==> config.mk <==
export PLATFORM = sky130hd
export DESIGN_NAME = mrd_stage_sequencer_flat
export DESIGN_NICKNAME = d
export VERILOG_FILES = /design/src/rtl/mrd_stage_sequencer_if.sv /design/src/rtl/mrd_stage_sequencer.sv /design/src/flat_wrapper.sv
export SDC_FILE = /design/constraint.sdc
export NUM_CORES = 1
export LEC_CHECK = 0
export CORE_AREA = 2 2 200 104
export CTS_CLUSTER_SIZE = 40
export DETAILED_ROUTE_END_ITERATION = 10
export DIE_AREA = 0 0 202 106
export SLEW_MARGIN = 30
export SYNTH_ARGS = -nofsm -noshare
export SYNTH_HDL_FRONTEND = slang
export SYNTH_SLANG_ARGS = --single-unit
export TNS_END_PERCENT = 30
==> constraint.sdc <==
create_clock -name clk -period 5.5 [get_ports clk]
set_clock_uncertainty 0.2 [all_clocks]
set_input_delay 1.65 -clock clk [delete_from_list [all_inputs] [get_ports clk]]
set_output_delay 1.65 -clock clk [all_outputs]
set_load 0.02 [all_outputs]
==> src/rtl/mrd_stage_sequencer_if.sv <==
// Handshake/status bundle between the mixed-radix DFT sequencer and its memory/butterfly datapath.
// err_timeout exists only when MRD_SEQ_WDOG_EN is defined.
interface mrd_stage_sequencer_if #(
    parameter int unsigned MAX_STAGES = 6
);
    logic                      sink_sop;
    logic [11:0]               sink_dftpts;
    logic                      sink_ongoing;
    logic                      rd_ongoing;
    logic                      wr_ongoing;
    logic                      source_ongoing;
    logic [1:0]                state;
    logic [11:0]               dftpts;
    logic [2:0]                current_stage;
    logic [2:0]                num_stages;
    logic [3*MAX_STAGES-1:0]   Nf;
    logic [29:0]               Nf_PFA;
    logic                      source_start;
    logic                      busy;
    logic                      err_factor;
    logic                      err_overrun;
`ifdef MRD_SEQ_WDOG_EN
    logic                      err_timeout;
`endif

    modport master (
        input  sink_sop, sink_dftpts, sink_ongoing, rd_ongoing, wr_ongoing, source_ongoing,
        output state, dftpts, current_stage, num_stages, Nf, Nf_PFA,
               source_start, busy, err_factor, err_overrun
`ifdef MRD_SEQ_WDOG_EN
        , output err_timeout
`endif
    );

    modport slave (
        output sink_sop, sink_dftpts, sink_ongoing, rd_ongoing, wr_ongoing, source_ongoing,
        input  state, dftpts, current_stage, num_stages, Nf, Nf_PFA,
               source_start, busy, err_factor, err_overrun
`ifdef MRD_SEQ_WDOG_EN
        , input err_timeout
`endif
    );
endinterface

==> src/rtl/mrd_stage_sequencer.sv <==
// Mixed-radix DFT sequencer: factorises the frame size into radix-4/2/3/5 stages and walks the memory
// through SINK -> (READ -> WRITE) x stages -> SOURCE. Define MRD_SEQ_WDOG_EN for the per-phase watchdog.
module mrd_stage_sequencer #(
    parameter int unsigned MAX_STAGES = 6
`ifdef MRD_SEQ_WDOG_EN
    ,
    parameter int unsigned TIMEOUT_CYC = 8192
`endif
) (
    input logic                   clk,
    input logic                   rst,
    mrd_stage_sequencer_if.master seq_if
);
    localparam int unsigned NF_W  = 3 * MAX_STAGES;
    localparam int unsigned PFA_W = 10;

    // Low two bits of each encoding are the externally visible state code.
    typedef enum logic [2:0] {
        ST_SINK   = 3'b000,
        ST_READ   = 3'b001,
        ST_WRITE  = 3'b010,
        ST_SOURCE = 3'b011,
        ST_IDLE   = 3'b100
    } state_e;

    state_e            state_q, state_d;
    logic [11:0]       dftpts_q, dftpts_d;
    logic [11:0]       res_q, res_d;
    logic [2:0]        cur_q, cur_d;
    logic [2:0]        num_q, num_d;
    logic [NF_W-1:0]   nf_q, nf_d;
    logic [PFA_W-1:0]  n1_q, n1_d, n2_q, n2_d, n3_q, n3_d;
    logic              src_start_q, src_start_d;
    logic              busy_q, busy_d;
    logic              err_factor_q, err_factor_d;
    logic              err_overrun_q, err_overrun_d;
    logic              seen_q, seen_d;
    logic              fell_q, fell_d;

    logic              flag_c, fell_c, fell_any_c, done_c, bad_c;
    logic [2:0]        radix_c;
    logic [11:0]       res_div_c;

`ifdef MRD_SEQ_WDOG_EN
    localparam int unsigned CNT_W = 14;
    logic [CNT_W-1:0]  cnt_q, cnt_d;
    logic              err_timeout_q, err_timeout_d;
`endif

    // One factorisation step on the residue, in radix priority order 4, 2, 3, 5.
    always_comb begin
        radix_c   = 3'd0;
        res_div_c = res_q;
        bad_c     = 1'b0;
        done_c    = (res_q == 12'd1);
        if (res_q == 12'd0) begin
            bad_c = 1'b1;
        end else if (done_c) begin
            radix_c = 3'd0;
        end else if (res_q[1:0] == 2'b00) begin
            radix_c   = 3'd4;
            res_div_c = res_q >> 2;
        end else if (!res_q[0]) begin
            radix_c   = 3'd2;
            res_div_c = res_q >> 1;
        end else if (res_q % 12'd3 == 12'd0) begin
            radix_c   = 3'd3;
            res_div_c = res_q / 12'd3;
        end else if (res_q % 12'd5 == 12'd0) begin
            radix_c   = 3'd5;
            res_div_c = res_q / 12'd5;
        end else begin
            bad_c = 1'b1;
        end
    end

    always_comb begin
        state_d       = state_q;
        dftpts_d      = dftpts_q;
        res_d         = res_q;
        cur_d         = cur_q;
        num_d         = num_q;
        nf_d          = nf_q;
        n1_d          = n1_q;
        n2_d          = n2_q;
        n3_d          = n3_q;
        src_start_d   = 1'b0;
        err_factor_d  = err_factor_q;
        err_overrun_d = seq_if.sink_sop && (state_q[1:0] != 2'b00);

        // Status flag owned by the current phase; it only counts after being seen high.
        flag_c = 1'b0;
        case (state_q)
            ST_SINK:   flag_c = seq_if.sink_ongoing;
            ST_READ:   flag_c = seq_if.rd_ongoing;
            ST_WRITE:  flag_c = seq_if.wr_ongoing;
            ST_SOURCE: flag_c = seq_if.source_ongoing;
            default:   flag_c = 1'b0;
        endcase
        fell_c     = seen_q && !flag_c;
        fell_any_c = fell_q || fell_c;
        seen_d     = seen_q || flag_c;
        fell_d     = fell_any_c;

        case (state_q)
            ST_IDLE: begin
                if (seq_if.sink_sop) begin
                    state_d      = ST_SINK;
                    dftpts_d     = seq_if.sink_dftpts;
                    res_d        = seq_if.sink_dftpts;
                    cur_d        = 3'd0;
                    num_d        = 3'd0;
                    nf_d         = '0;
                    n1_d         = PFA_W'(1);
                    n2_d         = PFA_W'(1);
                    n3_d         = PFA_W'(1);
                    err_factor_d = 1'b0;
                end
            end
            ST_SINK: begin
                if (!done_c && !err_factor_q) begin
                    if (bad_c || num_q == 3'(MAX_STAGES)) begin
                        err_factor_d = 1'b1;
                    end else begin
                        res_d = res_div_c;
                        num_d = num_q + 3'd1;
                        for (int k = 0; k < MAX_STAGES; k++) begin
                            if (3'(k) == num_q) nf_d[3*k +: 3] = radix_c;
                        end
                        case (radix_c)
                            3'd4:    n1_d = {n1_q[PFA_W-3:0], 2'b00};
                            3'd2:    n1_d = {n1_q[PFA_W-2:0], 1'b0};
                            3'd3:    n2_d = PFA_W'(n2_q * 10'd3);
                            3'd5:    n3_d = PFA_W'(n3_q * 10'd5);
                            default: n1_d = n1_q;
                        endcase
                    end
                end
                // Leave only once both the sink write has ended and the factoriser has resolved.
                if (fell_any_c && err_factor_q) begin
                    state_d = ST_IDLE;
                end else if (fell_any_c && done_c) begin
                    state_d = ST_READ;
                    cur_d   = 3'd0;
                end
            end
            ST_READ: begin
                if (fell_c) state_d = ST_WRITE;
            end
            ST_WRITE: begin
                if (fell_c) begin
                    if (4'(cur_q) + 4'd1 < 4'(num_q)) begin
                        cur_d   = cur_q + 3'd1;
                        state_d = ST_READ;
                    end else begin
                        state_d     = ST_SOURCE;
                        src_start_d = 1'b1;
                    end
                end
            end
            ST_SOURCE: begin
                if (fell_c) state_d = ST_IDLE;
            end
            default: state_d = ST_IDLE;
        endcase

`ifdef MRD_SEQ_WDOG_EN
        cnt_d         = cnt_q + CNT_W'(1);
        err_timeout_d = err_timeout_q;
        if (state_q == ST_IDLE) begin
            cnt_d = '0;
            if (seq_if.sink_sop) err_timeout_d = 1'b0;
        end else if (cnt_q == CNT_W'(TIMEOUT_CYC - 1)) begin
            state_d       = ST_IDLE;
            src_start_d   = 1'b0;
            err_timeout_d = 1'b1;
        end
`endif

        busy_d = (state_d != ST_IDLE);
        if (state_d != state_q) begin
            seen_d = 1'b0;
            fell_d = 1'b0;
`ifdef MRD_SEQ_WDOG_EN
            cnt_d  = '0;
`endif
        end
    end

    always_ff @(posedge clk or posedge rst) begin
        if (rst) begin
            state_q       <= ST_IDLE;
            dftpts_q      <= '0;
            res_q         <= '0;
            cur_q         <= '0;
            num_q         <= '0;
            nf_q          <= '0;
            n1_q          <= '0;
            n2_q          <= '0;
            n3_q          <= '0;
            src_start_q   <= 1'b0;
            busy_q        <= 1'b0;
            err_factor_q  <= 1'b0;
            err_overrun_q <= 1'b0;
            seen_q        <= 1'b0;
            fell_q        <= 1'b0;
`ifdef MRD_SEQ_WDOG_EN
            cnt_q         <= '0;
            err_timeout_q <= 1'b0;
`endif
        end else begin
            state_q       <= state_d;
            dftpts_q      <= dftpts_d;
            res_q         <= res_d;
            cur_q         <= cur_d;
            num_q         <= num_d;
            nf_q          <= nf_d;
            n1_q          <= n1_d;
            n2_q          <= n2_d;
            n3_q          <= n3_d;
            src_start_q   <= src_start_d;
            busy_q        <= busy_d;
            err_factor_q  <= err_factor_d;
            err_overrun_q <= err_overrun_d;
            seen_q        <= seen_d;
            fell_q        <= fell_d;
`ifdef MRD_SEQ_WDOG_EN
            cnt_q         <= cnt_d;
            err_timeout_q <= err_timeout_d;
`endif
        end
    end

    assign seq_if.state         = state_q[1:0];
    assign seq_if.dftpts        = dftpts_q;
    assign seq_if.current_stage = cur_q;
    assign seq_if.num_stages    = num_q;
    assign seq_if.Nf            = nf_q;
    assign seq_if.Nf_PFA        = {n3_q, n2_q, n1_q};
    assign seq_if.source_start  = src_start_q;
    assign seq_if.busy          = busy_q;
    assign seq_if.err_factor    = err_factor_q;
    assign seq_if.err_overrun   = err_overrun_q;
`ifdef MRD_SEQ_WDOG_EN
    assign seq_if.err_timeout   = err_timeout_q;
`endif
endmodule
==> src/flat_wrapper.sv <==
// flat-port wrapper written by rule: the top's interface ports become plain ports
module mrd_stage_sequencer_flat 
#(
    parameter int unsigned MAX_STAGES = 6

)
  (clk, rst, seq_if_sink_sop, seq_if_sink_dftpts, seq_if_sink_ongoing, seq_if_rd_ongoing, seq_if_wr_ongoing, seq_if_source_ongoing, seq_if_state, seq_if_dftpts, seq_if_current_stage, seq_if_num_stages, seq_if_Nf, seq_if_Nf_PFA, seq_if_source_start, seq_if_busy, seq_if_err_factor, seq_if_err_overrun);
  mrd_stage_sequencer_if #(.MAX_STAGES(MAX_STAGES)) seq_if_i ();
  input logic clk;
  input logic rst;
  input wire logic [$bits(seq_if_i.sink_sop)-1:0] seq_if_sink_sop;
  input wire logic [$bits(seq_if_i.sink_dftpts)-1:0] seq_if_sink_dftpts;
  input wire logic [$bits(seq_if_i.sink_ongoing)-1:0] seq_if_sink_ongoing;
  input wire logic [$bits(seq_if_i.rd_ongoing)-1:0] seq_if_rd_ongoing;
  input wire logic [$bits(seq_if_i.wr_ongoing)-1:0] seq_if_wr_ongoing;
  input wire logic [$bits(seq_if_i.source_ongoing)-1:0] seq_if_source_ongoing;
  output wire logic [$bits(seq_if_i.state)-1:0] seq_if_state;
  output wire logic [$bits(seq_if_i.dftpts)-1:0] seq_if_dftpts;
  output wire logic [$bits(seq_if_i.current_stage)-1:0] seq_if_current_stage;
  output wire logic [$bits(seq_if_i.num_stages)-1:0] seq_if_num_stages;
  output wire logic [$bits(seq_if_i.Nf)-1:0] seq_if_Nf;
  output wire logic [$bits(seq_if_i.Nf_PFA)-1:0] seq_if_Nf_PFA;
  output wire logic [$bits(seq_if_i.source_start)-1:0] seq_if_source_start;
  output wire logic [$bits(seq_if_i.busy)-1:0] seq_if_busy;
  output wire logic [$bits(seq_if_i.err_factor)-1:0] seq_if_err_factor;
  output wire logic [$bits(seq_if_i.err_overrun)-1:0] seq_if_err_overrun;
  assign seq_if_i.sink_sop = seq_if_sink_sop;
  assign seq_if_i.sink_dftpts = seq_if_sink_dftpts;
  assign seq_if_i.sink_ongoing = seq_if_sink_ongoing;
  assign seq_if_i.rd_ongoing = seq_if_rd_ongoing;
  assign seq_if_i.wr_ongoing = seq_if_wr_ongoing;
  assign seq_if_i.source_ongoing = seq_if_source_ongoing;
  assign seq_if_state = seq_if_i.state;
  assign seq_if_dftpts = seq_if_i.dftpts;
  assign seq_if_current_stage = seq_if_i.current_stage;
  assign seq_if_num_stages = seq_if_i.num_stages;
  assign seq_if_Nf = seq_if_i.Nf;
  assign seq_if_Nf_PFA = seq_if_i.Nf_PFA;
  assign seq_if_source_start = seq_if_i.source_start;
  assign seq_if_busy = seq_if_i.busy;
  assign seq_if_err_factor = seq_if_i.err_factor;
  assign seq_if_err_overrun = seq_if_i.err_overrun;
  mrd_stage_sequencer #(.MAX_STAGES(MAX_STAGES)) u_core (.clk(clk), .rst(rst), .seq_if(seq_if_i));
endmodule
==> results.md <==
- R2R setup slack: -0.46 ns
- Die Width: 202 um
- Setup violations, final: 52
- Highest-count cells in the layout ignoring fill and taps: buf_4 (182), nand2_1 (114), clkdlybuf4s50_1 (89)
- Iteration count of the initial detailed-routing pass: 5
- Vias per Instance: 5.66
- Drt initial violations: 898
- Antenna Nets Post-Route: 0
- Crit start category: flop
- Crit-path slowest cell: a221o_1
- Nets@finish: 1173
- Crit path buffers/inverters: 6
- Most common cell after layout, fill and taps aside: buf_4
- Tot GR Track Use: 24.1%
- Post-synth EDFFs: 0
- Maximum clock frequency: 168 MHz
- Outcome: finished with violations
- Final Cycle Share: 108%
- Placeable Area: 19900 um^2
- Initial antenna violation count: 0
- Post-route DRC violation count: 0
- Critical path required time: 5.59 ns
- Slew Limit Fails: 0
- Dpl cell area: 9730 um^2
- CTS Buffer Depth: 2
- Post-CTS Hold Buffers: 0
- Root Driver: clkbuf_16
- Total number of vias: 7907
- Max_cap viols: 0
- CTS tree: done
- Vias in the first global route: 7271
- Synth unique cells: 93
- Die Ht: 106 um
- Worst reg2reg endpoint: u_core.res_q[7]$_DFFE_PP0P_
- Ys Warns: 0
- Crit end category: flop
- Design area: 11000 um^2
- Global-route congestion overflow total: 0
- Non-Filler Instances: 1397
- Fraction of layout cells with a size suffix above 1: 32.7%
- Site row count: 37
- Failing checks: negative setup slack
- Worst hold-check path type: reg -> reg
- Synthesis-to-layout area growth: 49.2%
- CTS H-tree depth: 3
- CP max stage delay: 0.44 ns
- Routed WL per cell: 18.8 um
- Hold Path Stages: 2
- Post-DP HPWL: 19.1 mm
- Gate Count Post-Synth: 876
- Worst relative slew slack: 40.1%
- Minimum clock period: 5.96 ns
- Placed cell count: 1341
- Final WL: 26.3 mm
- Clock slew at reported path FFs: 0.07 ns
- Mapped Avg Cell Area: 8.39 um^2
- Async set or reset register ratio after synthesis: 100%
- Critical Path Fanout Max: 5
- Die area: 21400 um^2
- Worst-margin pin slew: 0.899 ns
- Initial Util: 37.0%
- Critical Path AT: 6.05 ns
- Area of the mapped netlist: 7350 um^2
- Buffers on Ports: 89
- FF-to-FF path depth: 28
- Num ports: 91
- Setup tns final: -19.25 ns
- WS Path Type: reg -> reg
- Syn_nets: 930
- ANT cells: 0
- RR Startpoint: u_core.res_q[10]$_DFFE_PP0P_
- Dpl ws: -0.546 ns
- Hold Fails Final Rpt: 0
- Clk Latency, worst-skew pair: 0.36 ns
- Largest net degree at the start of global routing: 42
- Setup ws final: -0.463 ns
- Cell family with most CP delay: compound AO/OA/AOI/OAI gates
- Seq cells post-synth: 86
- Hold path endpoint: u_core.seq_if.dftpts[2]$_DFFE_PP0P_
- Min-delay src: u_core.seq_if.dftpts[2]$_DFFE_PP0P_
- Routability cong.: 0.927
- First-pass GRT wire length: 40.7 mm
- Synth Flop Type: dfrtp_1
- CTS buffer count: 9
- Seq/Total Area, Yosys: 29.3%
- Unrepaired setup endpoints after global routing: yes
- CTS Sinks: 86
[worst max path at each step]
stage	startpoint	end	cells past startpoint
after global routing	u_core.res_q[10]$_DFFE_PP0P_	u_core.res_q[6]$_DFFE_PP0P_	28
after detailed placement	u_core.res_q[9]$_DFFE_PP0P_	u_core.seq_if.Nf[5]$_DFFE_PP0P_	28
after CTS	u_core.res_q[9]$_DFFE_PP0P_	u_core.res_q[5]$_DFFE_PP0P_	28
after floorplan	u_core.res_q[9]$_DFFE_PP0P_	u_core.n2_q[1]$_DFFE_PP0P_	28
after global placement	u_core.res_q[7]$_DFFE_PP0P_	u_core.seq_if.Nf[0]$_DFFE_PP0P_	28
final	u_core.res_q[10]$_DFFE_PP0P_	u_core.res_q[7]$_DFFE_PP0P_	28
[cells in the mapped netlist, drive strengths merged (15+ instances only)]
master / n / share of area, %
dfrtp: 85 / 29
nor3: 17 / 1.2
o21ai: 54 / 3.8
nor2: 48 / 2.5
a21oi: 78 / 5.4
inv: 29 / 1.5
a31oi: 15 / 1.3
buf: 35 / 2.8
ha: 34 / 5.8
nand2: 115 / 5.9
a22o: 19 / 2.3
xnor2: 18 / 2.1
mux2i: 16 / 2.2
mux2: 29 / 4.4
clkbuf: 35 / 1.8
nand3: 15 / 1.0
[flip-flops by register name, summed over array words and instances (netlist names), 9 cells and up]
signal	cells
u_core.seq_if.Nf	18
u_core.n3_q	9
u_core.n2_q	10
u_core.n1_q	10
u_core.seq_if.dftpts	12
u_core.res_q	12
[final cells by class]
cell class | count | area, um^2
tap | 273 | 342
inverter | 30 | 116
sequential | 86 | 2160
clock inverter | 6 | 43.8
timing repair buffer | 302 | 2700
clock buffer | 10 | 229
fill | 1741 | 8890
multi-input combinational | 690 | 5390
[worst reg2reg max path: cells and delay by family, from the launching register on]
| kind | cells | cell delay [ns] |
|---|---|---|
| AOI/OAI and AO/OA | 12 | 2.56 |
| and+or+nand+nor | 7 | 1.25 |
| buffers and inverters | 6 | 0.87 |
| adders and majority gates | 2 | 0.43 |
| DFF | 1 | 0.43 |
| xor gates and xnor gates | 1 | 0.17 |
[through the flow]
stage          hold WS [ns]  util [%]
4_1_cts               0.284      52.8
6_report              0.278      55.3
2_1_floorplan         0.285         -
5_1_grt               0.305      55.3
3_3_place_gp          0.264      49.0
3_5_place_dp          0.264      49.0
[per-layer routing]
metal | routed length (um) | track usage, % | share of wire, % | vias up
met5 | 0 | 0 | 0 | -
met4 | 227 | 4.20 | 0.86 | 0
met3 | 2600 | 7.85 | 9.9 | 17
met2 | 9860 | 30.3 | 37 | 328
met1 | 13600 | 38.6 | 52 | 3816
li1 | - | - | - | 3746
[cell families after synthesis]
group / count (synthesis) / share of synthesized area, %
adders and majority gates: 35 / 6.06
other: 1 / 0.0510
and+or+nand+nor: 279 / 18.6
AOI/OAI and AO/OA: 300 / 29.2
buffers and inverters: 100 / 6.13
muxes: 46 / 6.98
DFF: 86 / 29.3
xor gates and xnor gates: 29 / 3.71
[repair_timing]
| item | CTS | global route |
|---|---|---|
| hold endpoints to repair | 0 | 0 |
| gates resized for setup | 75 | 54 |
| cloned | 0 | 2 |
| setup endpoints to repair | 52 | 52 |
| buffers inserted | 23 | 18 |
| pin swaps | 28 | 32 |
Power is not shown: default switching activity piles up to over one toggle a cycle in this logic, so the estimate is an artifact.
